===== config.mk =====
export PLATFORM = sky130hd
export DESIGN_NAME = butterfly_addsub
export DESIGN_NICKNAME = d
export VERILOG_FILES = /design/src/rtl/butterfly_addsub.sv
export SDC_FILE = /design/constraint.sdc
export NUM_CORES = 1
export LEC_CHECK = 0
export ABC_CLOCK_PERIOD_IN_PS = 6300
export CAP_MARGIN = 10
export CORE_MARGIN = 10
export CORE_UTILIZATION = 32
export CTS_BUF_LIST = sky130_fd_sc_hd__clkbuf_16
export CTS_CLUSTER_DIAMETER = 100
export CTS_CLUSTER_SIZE = 28
export DETAILED_ROUTE_END_ITERATION = 16
export GPL_TIMING_DRIVEN = 0
export PLACE_DENSITY = 0.62
export SLEW_MARGIN = 20
export SYNTH_ARGS = -nofsm -noshare
export SYNTH_HDL_FRONTEND = slang
export SYNTH_SLANG_ARGS = --single-unit

===== constraint.sdc =====
create_clock -name clk -period 6.3 [get_ports clk]
set_input_delay 1.575 -clock clk [delete_from_list [all_inputs] [get_ports clk]]
set_output_delay 1.575 -clock clk [all_outputs]
set_load 0.02 [all_outputs]

===== src/rtl/butterfly_addsub.sv =====
// Radix-2 butterfly add/subtract stage: pairs an upper sample with the twiddle
// product from the multiplier stage and produces a+z / a-z with saturate or halve.
module butterfly_addsub #(
    parameter int datalength = 8,
    parameter bit SCALE      = 1'b0
) (
    input  logic                         clk,
    input  logic                         rst,
    input  logic                         EN,
    input  logic signed [datalength-1:0] a,
    input  logic signed [datalength-1:0] z,
    input  logic                         ready_product,
    output logic                         cycle_finish,
    input  logic                         ack,
    output logic signed [datalength-1:0] x_sum,
    output logic signed [datalength-1:0] x_diff,
    output logic                         valid_out,
    output logic                         ovf
);
    localparam int W = datalength;

    typedef enum logic [1:0] {
        IDLE      = 2'd0,
        WAIT_PROD = 2'd1,
        CALC      = 2'd2,
        OUTPUT    = 2'd3
    } state_t;

    state_t              state_r;
    logic signed [W-1:0] a_r;
    logic signed [W-1:0] z_r;
    logic        [W:0]   sum_s;
    logic        [W:0]   diff_s;

    // Reduce a W+1-bit result to W bits: halve (floor) when scaling, else clamp.
    function automatic logic [W-1:0] fit_result(input logic [W:0] v);
        logic [W:0] halved;
        halved = {v[W], v[W:1]};
        if (SCALE) begin
            fit_result = halved[W-1:0];
        end else if (v[W] != v[W-1]) begin
            fit_result = v[W] ? {1'b1, {(W-1){1'b0}}} : {1'b0, {(W-1){1'b1}}};
        end else begin
            fit_result = v[W-1:0];
        end
    endfunction

    // A W+1-bit result needs clamping when its top two bits disagree.
    function automatic logic needs_sat(input logic [W:0] v);
        needs_sat = (!SCALE) && (v[W] != v[W-1]);
    endfunction

    // Sign-extended sum and difference of the latched operands.
    always_comb begin
        sum_s  = {a_r[W-1], a_r} + {z_r[W-1], z_r};
        diff_s = {a_r[W-1], a_r} - {z_r[W-1], z_r};
    end

    // Handshake sequencer with registered results and sticky overflow.
    always_ff @(posedge clk or posedge rst) begin
        if (rst) begin
            state_r      <= IDLE;
            a_r          <= {W{1'b0}};
            z_r          <= {W{1'b0}};
            x_sum        <= {W{1'b0}};
            x_diff       <= {W{1'b0}};
            valid_out    <= 1'b0;
            cycle_finish <= 1'b0;
            ovf          <= 1'b0;
        end else begin
            case (state_r)
                IDLE: begin
                    if (EN) begin
                        a_r     <= a;
                        state_r <= WAIT_PROD;
                    end
                end
                WAIT_PROD: begin
                    if (ready_product) begin
                        z_r          <= z;
                        cycle_finish <= 1'b1;
                        state_r      <= CALC;
                    end
                end
                CALC: begin
                    cycle_finish <= 1'b0;
                    x_sum        <= fit_result(sum_s);
                    x_diff       <= fit_result(diff_s);
                    ovf          <= ovf | needs_sat(sum_s) | needs_sat(diff_s);
                    valid_out    <= 1'b1;
                    state_r      <= OUTPUT;
                end
                OUTPUT: begin
                    if (ack) begin
                        valid_out <= 1'b0;
                        state_r   <= IDLE;
                    end
                end
                default: begin
                    cycle_finish <= 1'b0;
                    valid_out    <= 1'b0;
                    state_r      <= IDLE;
                end
            endcase
        end
    end
endmodule


==> impl_metrics.ini, run 1 <==
[drt]
post_drt_wl_per_cell_um = 14.0
first_pass_iters = 5
postRouteAntennaNets = 0
vias_per_cell = 4.70
totalWireLength_um = 5220
drtIter0Drc = 58
vias = 1753
drc = 0

[sta]
setup_viol = 0
finalCritPeriodShare_pct = 45.0
hold_violations = 0
finalHoldWorstSlack_ns = 0.471
fin_tns_setup_ns = 0
slew_violations = 0
skew_ns = 0.00209
rsz0062_at_grt = false
tightest_slew_ns = 0.537
timing.final.crit_period_ns = 2.84
slew_headroom_pct = 64.2
max_freq_ghz = 0.353

[logic_synthesis]
synth-simple-area-share_pct = 7.93
synthAdderAreaFrac_pct = 13.8
yosys.cell_types.count = 51
synth_xor_area_share_pct = 4.42
yosys-top-cells-count = dfrtp_1, inv_1, ha_1
synthMuxAreaShare_pct = 7.66
synth.area.top_cells = dfrtp_1, ha_1, mux2_2
netlist_instances = 227
synth_ff_type = dfrtp_1
synth_edf_count = 0
ys_seq_elements = 37
async_flop_share_pct = 100
synth.most_common_cell = dfrtp_1
seq_area_frac_synth_pct = 39.4
synth_fp_nets = 271
yosys.area.top_type = dfrtp_1
synth-compound-area-share_pct = 20.2
synth_area_um2 = 2350
synth_top_area_share_pct = 39.4
yosys_warnings = 0
syn_area_per_cell_um2 = 10.4
synth_top_family_by_area = compound AO/OA/AOI/OAI gates

[clocking]
clock_path_buffers = 2
postCtsSetupBuffers = 0
htreeDepth = 2
cts_made_buffers = 5
clk_latency_ns = 0.28
cts_hold_buf = 0
cts_tree = done
cts_resized = 0
path_clk_slew_ns = 0.05
cts_sinks = 37
root_buffer = clkbuf_16

[status]
status = finished, final reports clean

[cells_and_area]
area_delta_synth_final_pct = 28.7
antennaDiodeCount = 0
layout.nets = 318
drive_gt1_share_pct = 16.8

[floorplanning]
initial_core_util_pct = 32.6
fp-row-count = 31
io_pins = 40
die-area_um2 = 11200
chipHeight_um = 106
core_area_um2 = 7210
die_x_um = 106

[global_route]
grt_usage_pct = 9.59
grt_pass1_vias = 1820
grt_pass1_wl_um = 8760
overflow = 0
grt_max_degree = 21
antenna_found_initial = 0

[worst_setup_path]
rr_startpoint = a_r[0]$_DFFE_PP0P_
crit_fanout = 2
r2r_slack_ns = 3.88
worst_path_max_delay_cell = clkdlybuf4s50_1
crit_chain = clkdlybuf4s50_1
crit_path_end_kind = primary output
max_stage_delay_ns = 0.61
path_delay_family = buffers and inverters
cp.required_ns = 4.72
path_buf_inv = 1
worstSetupPathType = reg -> out
worstSetupStartpointType = flip-flop
r2r_end = x_diff[2]$_DFFE_PP0P_
cp.arrival_ns = 1.26
reg2regPathDepth = 10

[placement]
gp_congestion = 0.827
port_buffers = 39
dp_hpwl_um = 4160

[hold_path]
hold_end = valid_out$_DFFE_PP0P_
worstHoldPathType = reg -> reg
whs_path_depth = 2
min_from = valid_out$_DFFE_PP0P_

[run]
drv_cap = 0
## layer usage
metal	wire (um)	up-vias	share of wire, %	GRT usage [%]
met3	294	8	5.6	3.11
met5	0	-	0	0
met2	2330	48	45	15.5
met1	2540	802	49	11.8
li1	-	895	-	-
met4	55	0	1.1	3.09
## tightest hold or removal path: cells and delay by family, from the launching register on
kind,cells,cell delay [ns]
simple gates,1,0.04
flops,1,0.34
compound gates,1,0.05
## worst max path at each step
stage | from | to | cells past startpoint
2_1_floorplan | rst | a_r[0]$_DFFE_PP0P_ | 1
3_3_place_gp | rst | x_diff[0]$_DFFE_PP0P_ | 2
3_5_place_dp | ready_product | z_r[0]$_DFFE_PP0P_ | 3
4_1_cts | x_diff[5]$_DFFE_PP0P_ | x_diff[5] | 1
5_1_grt | x_diff[5]$_DFFE_PP0P_ | x_diff[5] | 1
6_report | x_diff[5]$_DFFE_PP0P_ | x_diff[5] | 1
## layout make-up
type | count | area (um2)
fill | 748 | 4190
multi-input combinational | 157 | 1270
tap | 99 | 124
clock inverter | 2 | 7.51
buffer | 10 | 67.6
clock buffer | 5 | 125
timing repair buffer | 40 | 418
inverter | 23 | 86.3
sequential | 37 | 926
## logic make-up (layout without fill, tap and decap cells)
family                   after synthesis  after routing
AND/OR/NAND/NOR                       37             37
buffers and inverters                 33             80
AO/OA/AOI/OAI                         68             68
adder cells (fa/ha/maj)               25             25
flip-flops                            37             37
XOR/XNOR                              11             11
multiplexers                          16             16
## state kept, by name (all words and copies together), names as in the netlist
signal,flops
ovf,1
state_r,2
z_r,8
x_diff,8
cycle_finish,1
a_r,8
valid_out,1
x_sum,8
## placed cells by master, fill, tap and decap left out, drive strengths merged, types with 3 or more instances in the layout
cell           netlist  final
clkdlybuf4s50        0     39
dfrtp               37     37
inv                 23     24
ha                  21     21
a21oi               21     21
o21ai               20     20
mux2                16     16
nand2               10     10
xnor2                9      9
nor2                 8      8
clkbuf               3      8
buf                  7      8
o2bb2ai              6      6
nor2b                3      3
nand2b               3      3
a22o                 3      3
o31ai                3      3
o21bai               3      3
## metrics by stage
step | cell area, um2 | worst slack, ns | cells | utilization, %
final | 3030 | 3.46 | 373 | 41.9
after global routing | 3030 | 3.42 | 373 | 41.9
after CTS | 3030 | 3.44 | 373 | 41.9
after detailed placement | 2890 | 3.41 | 366 | 40.1
after global placement | 2870 | 3.02 | 365 | 39.7
after floorplan | 2350 | 3.89 | 227 | -
Power of run 1 is left out: the tool's default activity adds up to more than one toggle a clock period on the data nets, which glitch-free logic cannot reach.
==> run 2: changes to the inputs <==
Settings changed: ABC_CLOCK_PERIOD_IN_PS 6300 to 2770.
Clock period 6.3 ns to 2.77 ns, I/O delays scaled along.
==> results of run 2 <==
The final DEF is identical to that of run 1. Status: finished, final reports clean.
Main changes from that run: setup slack after placement 3.41 ns -> 0.341 ns; setup slack after layout 3.46 ns -> 0.347 ns; start point of the critical path x_diff[5]$_DFFE_PP0P_ -> a_r[0]$_DFFE_PP0P_; end point of the critical path x_diff[5] -> x_diff[2]$_DFFE_PP0P_; register-to-register setup slack 3.88 ns -> 0.35 ns
Power of run 2 is left out for the same reason.
